===== src/rtl/sd_tagbuf2.sv =====
// sd_tagbuf2: two-entry srdy/drdy output buffer for the 2-input WRR mux.
// Each beat is stored with a 1-bit source tag decoded from the grant vector.
// Per-source saturating transfer counters and a sticky grant-error flag
// expose the arbiter's weight conformance.
module sd_tagbuf2 #(
    parameter int unsigned width  = 8,
    parameter int unsigned cnt_sz = 16
) (
    input  logic              clk,
    input  logic              reset,
    input  logic              c_srdy,
    output logic              c_drdy,
    input  logic [width-1:0]  c_data,
    input  logic [1:0]        c_grant,
    output logic              p_srdy,
    input  logic              p_drdy,
    output logic [width-1:0]  p_data,
    output logic              p_src,
    input  logic              cnt_clr,
    output logic [cnt_sz-1:0] cnt0,
    output logic [cnt_sz-1:0] cnt1,
    output logic              err_grant
);

    typedef enum logic [1:0] {StEmpty, StOne, StFull} state_e;

    state_e state_q, state_d;

    logic             wr_ptr_q, rd_ptr_q;
    logic [width-1:0] data_q [2];
    logic             src_q  [2];

    logic [cnt_sz-1:0] cnt0_q, cnt0_d;
    logic [cnt_sz-1:0] cnt1_q, cnt1_d;
    logic              err_q, err_d;

    logic c_xfer, p_xfer;
    logic g_src, g_inc0, g_inc1, g_err;

    assign c_xfer = c_srdy & c_drdy;
    assign p_xfer = p_srdy & p_drdy;

    // Occupancy state register.
    always_ff @(posedge clk or posedge reset) begin
        if (reset) begin
            state_q <= StEmpty;
        end else begin
            state_q <= state_d;
        end
    end

    // Occupancy next state from the two handshakes.
    always_comb begin
        state_d = state_q;
        unique case (state_q)
            StEmpty: if (c_xfer) state_d = StOne;
            StOne: begin
                if (c_xfer && !p_xfer) begin
                    state_d = StFull;
                end else if (p_xfer && !c_xfer) begin
                    state_d = StEmpty;
                end
            end
            StFull:  if (p_xfer) state_d = StOne;
            default: state_d = StEmpty;
        endcase
    end

    // Handshake outputs decoded from registered state only, so c_drdy never
    // depends combinationally on p_drdy.
    always_comb begin
        c_drdy = (state_q != StFull);
        p_srdy = (state_q != StEmpty);
    end

    // Grant decode: non-one-hot grants are tagged as source 0 and flagged.
    always_comb begin
        g_src  = 1'b0;
        g_inc0 = 1'b0;
        g_inc1 = 1'b0;
        g_err  = 1'b0;
        unique case (c_grant)
            2'b01: g_inc0 = 1'b1;
            2'b10: begin
                g_src  = 1'b1;
                g_inc1 = 1'b1;
            end
            default: g_err = 1'b1;
        endcase
    end

    // Entry storage and pointers; no bypass, the head always comes from storage.
    always_ff @(posedge clk or posedge reset) begin
        if (reset) begin
            wr_ptr_q  <= 1'b0;
            rd_ptr_q  <= 1'b0;
            data_q[0] <= '0;
            data_q[1] <= '0;
            src_q[0]  <= 1'b0;
            src_q[1]  <= 1'b0;
        end else begin
            if (c_xfer) begin
                data_q[wr_ptr_q] <= c_data;
                src_q[wr_ptr_q]  <= g_src;
                wr_ptr_q         <= ~wr_ptr_q;
            end
            if (p_xfer) begin
                rd_ptr_q <= ~rd_ptr_q;
            end
        end
    end

    assign p_data = data_q[rd_ptr_q];
    assign p_src  = src_q[rd_ptr_q];

    // Counter and error-flag next state; clear wins over a same-cycle beat.
    always_comb begin
        cnt0_d = cnt0_q;
        cnt1_d = cnt1_q;
        err_d  = err_q;
        if (cnt_clr) begin
            cnt0_d = '0;
            cnt1_d = '0;
            err_d  = 1'b0;
        end else if (c_xfer) begin
            if (g_inc0 && (cnt0_q != {cnt_sz{1'b1}})) begin
                cnt0_d = cnt0_q + cnt_sz'(1);
            end
            if (g_inc1 && (cnt1_q != {cnt_sz{1'b1}})) begin
                cnt1_d = cnt1_q + cnt_sz'(1);
            end
            if (g_err) begin
                err_d = 1'b1;
            end
        end
    end

    // Counter and error-flag registers.
    always_ff @(posedge clk or posedge reset) begin
        if (reset) begin
            cnt0_q <= '0;
            cnt1_q <= '0;
            err_q  <= 1'b0;
        end else begin
            cnt0_q <= cnt0_d;
            cnt1_q <= cnt1_d;
            err_q  <= err_d;
        end
    end

    assign cnt0      = cnt0_q;
    assign cnt1      = cnt1_q;
    assign err_grant = err_q;

endmodule


===== config.mk =====
export PLATFORM = sky130hd
export DESIGN_NAME = sd_tagbuf2
export DESIGN_NICKNAME = d
export VERILOG_FILES = /design/src/rtl/sd_tagbuf2.sv
export SDC_FILE = /design/constraint.sdc
export NUM_CORES = 1
export LEC_CHECK = 0
export BUFFER_PORTS_ARGS = -buffer_cell sky130_fd_sc_hd__buf_2
export CORE_MARGIN = 10
export CORE_UTILIZATION = 59
export CTS_BUF_LIST = sky130_fd_sc_hd__clkbuf_16
export DETAILED_ROUTE_END_ITERATION = 10
export PLACE_DENSITY = 0.85
export RECOVER_POWER = 25
export SYNTH_ARGS = -nofsm -noshare
export SYNTH_HDL_FRONTEND = slang
export SYNTH_SLANG_ARGS = --single-unit

===== constraint.sdc =====
create_clock -name clk -period 5.4 [get_ports clk]
set_clock_uncertainty 0.2 [all_clocks]
set_input_delay 0.27 -clock clk [delete_from_list [all_inputs] [get_ports clk]]
set_output_delay 0.27 -clock clk [all_outputs]
set_load 0.02 [all_outputs]

## Word level (Yosys, flattened, before mapping)

Index checks and enable logic that the tools add are counted.

- Div/mod/pow operators: 0
- $mul: 0
- Shifts and indexed selects: 0
- Magnitude comparators: 3
- Equal/unequal tests: 11
- Bitwise logic cells: 6
- Mux-type cells: 28
- Reduce and logical (&&, ||, !) cells: 17
- $add $sub $neg: 2

Operators by type and width:

| cell | number |
|---|---|
| two-way mux 16 bit | 6 |
| adder 16 x 1 -> 16 bit (second input constant) | 2 |
| two-way mux 8 bit | 4 |
| != test 16 bit (second input constant) | 2 |
| bitwise mux 16 bit | 1 |
| two-way mux 1 bit | 9 |
| demux 8 bit (select 1 bit) | 1 |
| two-way mux 2 bit | 4 |
| nonzero test 2 bit | 4 |
| != test 2 bit (second input constant) | 3 |
| one-hot mux 2 bit (3 select lines) | 1 |
| AND reduction 2 bit | 3 |
| logical AND 1 bit | 5 |
| equality test 2 x 1 -> 1 bit (second input constant) | 2 |
| equality test 2 bit (second input constant) | 2 |
| >= comparator 2 bit (second input constant) | 2 |
| NOT 1 -> 2 bit | 2 |
| != test 3 bit (second input constant) | 1 |
| AND reduction 3 bit | 1 |
| bitwise AND 1 bit | 2 |
| bitwise mux 2 bit | 1 |
| zero test 1 bit | 2 |
| zero test 2 bit | 1 |
| < comparator 2 x 1 -> 1 bit (second input constant) | 1 |
| 4 further kinds | 5 |

- Memory bits (writable): 0
- Output and inout bits: 44
- Register bits after elaboration: 55
- Bits of input ports: 15
- Latch bits: 0
- Memories: 0
- Word-level logic and storage cells: 77
- Bits in read-only memories: 0

## Depth between registers and ports, before layout

- Depth after elaboration: 7
- Mapped depth: 8
- Mapped depth without buffers: 6

## Least setup slack after synthesis

No wires, ideal clock.

- Path type: register -> register
- Start point: register cnt0_q[0], in the netlist cnt0[0]
- End point: register cnt0_q[12], in the netlist cnt0[12]
- Cell stages (with the launch flop): 6
- Setup time: 0.078 ns
- Buffers on the path: 0
- Setup slack: 3.215 ns
- Clock period less this slack: 2.185 ns
- Arrival time: 1.907 ns
- Cell sequence: dfrtp_1 ha_1 nand3_1 nand3b_2 or4b_2 a21oi_1

- Word-level cells in the longest chain between the ends: 4

Ends and longest elaborated chain:

| what | RTL line | text |
|---|---|---|
| start, declared | 33 | `logic [cnt_sz-1:0] cnt0_q, cnt0_d;` |
| start signal, assigned | 145 | `cnt0_q <= cnt0_d;` |
| adder 16 x 1 -> 16 bit / != test 16 bit (equally long branches) | 127, 126 |  |
| two-way mux 16 bit / logical AND 1 bit (equally long branches) | 126 | `if (g_inc0 && (cnt0_q != {cnt_sz{1'b1}})) begin` |
| two-way mux 16 bit / nonzero test 2 bit (equally long branches) | n/a |  |
| two-way mux 16 bit / AND reduction 2 bit (equally long branches) | n/a |  |

Several ways; a longest one is shown, not always the timed one. The select of a mux whose other input is x is not followed.
A chain may end at the register's enable or synchronous reset.

## Final worst setup path

- Start point: register cnt0_q[5], in the netlist cnt0[5]
- End point: register cnt0_q[9], in the netlist cnt0[9]

Same word-level chain as after synthesis.

==> metrics <==
CTS resizes 0; MaxCap Viol Count 0; reg-to-reg startpoint cnt0[5]; placed cell count 405; Post-Syn Nets 310; CTS tree done; number of global-route vias before repair between 2000 and 2500; postcts setup bufs 0; Tot GR Track Use 16.8%; R2R Path End cnt0[9]; antenna cell count 0; Clock Sink Count 55; status finished, final reports clean; Residual DRC 0; Synthesis Warnings 0; Post-DRT Antenna Nets 0; CP max FO 13; row count 25; Hold Crit Class in2reg; post-layout min period 2.48 ns; die width ~90 microns; Worst-Margin Slew roughly 0.90 ns; crit end category flop; Fmax between 0.4 and 0.5 GHz; Synth Area in Compound Gates 9.30%; largest family of logic cells by synthesized area simple AND/OR/NAND/NOR gates; core area slightly below 5000 sq um; initial antenna violation count 0; total number of vias 2472; reg2reg path depth 4; WP data arrival approximately 2.5 ns; Nets 366; final setup fails 0; vias per std cell 5.97; Avg Cell Area, Syn 10.3 sq um; post-synthesis instance area ~3000 sq um; R2R Setup Slk 2.92 ns; most common cell after layout, fill and taps aside dfrtp_1; hold path cells 2; clk slew on worst S/H paths 0.07 ns; final setup TNS 0 ns; wire length per cell 16.8 microns; largest net degree at the start of global routing between 50 and 60; post-synthesis cell type count 38; GRT overflow 0; Worst Path Required 5.38 ns; Fill cells 394; static leakage 1.40 nW; period utilization a little under half; Simple-Gate Fraction of Synth Area approximately 25%; post-route non-filler standard cell count roughly 410; initial drt markers 184; fraction of the mapped netlist area in adder cells 2.10%; share of cells above drive strength 1 between 20 and 25%; Startpoint Class flop; VDD IR-drop max 0.265 mV; pwr/cell area ~370 nW/um^2; #FFs+latches synth 55; clk_lat worst skew 0.29 ns; starting density of the core 61.7%; worst rel slew slack 39.2%; die area ~8300 sq um; H-Tree Depth 2; RSZ-0062 raised after global routing false; Setup CP Type reg2reg; drt first pass iters 4; placer congestion estimate 0.888; PortBufs slightly below 60; CTS max path bufs 2; post-synthesis mux area share 14.3%; Gate Count Post-Synth 290; worst hold endpoint data_q[7]; final hold violation count 0; post-DP HPWL 4.92 mm; final wirelength 6.95 mm; CTS Root Cell clkbuf_16; CP Launch Point cnt0[5]; first-pass GRT wire length 11.8 mm; Die Y 91 microns; XOR/XNOR Fraction of Synth Area 0.589%; hold_sp c_data[7]; Top Ports 59; sequential area share after synthesis 46.3%; post-layout worst setup margin 2.92 ns; Area Overhead vs Synth 15.1%; commonest non-fill, non-tap cells in the layout dfrtp_1 (55), mux2_2 (35), clkbuf_1 (30), buf_2 (28), nand2_1 (21); TritonCTS buffer count 5; worst hold slack 0.0231 ns; pre-CTS setup slack 2.94 ns; Final Max Tran Viols 0
[area by class of cell]
class                   count  area (sq um)  area share [%]
clock buffers               5           125            3.65
inverters                  11          41.3            1.21
flip-flops and latches     55          1380            40.2
multi-input cells         213          1510            44.2
clock inverters             3          15.0           0.438
well taps                  67          83.8            2.45
repair buffers             60           270            7.89
[logic make-up (layout without fill, tap and decap cells)]
kind of cell	after synthesis	after routing
AOI/OAI and AO/OA	43	43
xor gates and xnor gates	2	2
adders and majority gates	5	5
buffers and inverters	22	79
DFF	55	55
muxes	38	38
and+or+nand+nor	125	125
[through the flow]
stage	cell area (sq um)	utilization [%]	power, mW
2_1_floorplan	2970	-	0.837
3_3_place_gp	3310	68.8	0.932
3_5_place_dp	3310	68.8	0.951
4_1_cts	3460	71.9	1.27
5_1_grt	3420	71.1	1.32
6_report	3420	71.1	1.26
[report_power, final]
part / switching (mW) / internal [mW]
combinational: 0.197 / 0.184
clock: 0.147 / 0.170
sequential: 0.0645 / 0.497
[flip-flops by register name, indices dropped and copies added (netlist names)]
register,flops
wr_ptr_q,1
cnt1,16
rd_ptr_q,1
data_q,16
cnt0,16
src_q,2
state_q,2
err_grant,1
[critical path, cell delays in order, from the launching register on]
cell and delay (ns):
dfrtp_1 0.43, nand4_1 0.46, nor4_2 0.84, nor4_1 0.13
mux2_2 0.31
[synthesized netlist by cell type]
cell type,n,area share (%)
dfrtp_1,55,46
mux2_2,35,13
nand2_1,21,2.7
a21oi_1,16,2.7
nor2_1,15,1.9
nand4_1,14,2.9
or4_1,12,3.0
inv_1,11,1.4
nor2b_1,11,2.3
o31ai_1,11,2.8
clkbuf_1,9,1.1
nor4_1,9,1.9
nand3_1,8,1.3
nor3_1,7,1.2
or3_1,7,1.5
ha_1,5,2.1
o21ai_0,5,0.84
and2_1,3,0.63
and4_1,3,0.88
mux2i_1,3,1.0
nand2b_1,3,0.63
nand3b_1,3,0.76
o41ai_1,3,0.88
and3_1,2,0.42
buf_2,2,0.34
o22ai_1,2,0.42
o311ai_0,2,0.59
o31a_1,2,0.59
xnor2_1,2,0.59
a31oi_1,1,0.21
a41oi_1,1,0.29
nand3b_2,1,0.38
nand4_4,1,0.72
nor2_2,1,0.21
nor4_2,1,0.42
nor4b_1,1,0.29
or2_2,1,0.21
or4b_2,1,0.34
[worst max path at each step]
stage               endpoint  slack [ns]  cells after the start
floorplan           cnt0[12]        3.22                      5
global placement     cnt0[9]        3.07                      4
detailed placement   cnt0[9]        2.94                      4
CTS                  cnt0[9]        2.92                      4
global route         cnt0[3]        2.66                      4
finish               cnt0[9]        2.92                      4
[layer usage]
layer | GRT usage (%) | vias up | wire [microns]
met5 | 0 | - | 0
met4 | 4.57 | 0 | 96
met3 | 4.69 | 9 | 378
met2 | 28.4 | 60 | 3480
met1 | 20.5 | 1197 | 2990
li1 | - | 1206 | -
[timing repair]
item,4_1_cts,5_1_grt
setup endpoints to repair,0,0
hold endpoints to repair,55,0
hold buffers,1,0
No activity file was read; power rests on OpenSTA's default activity.
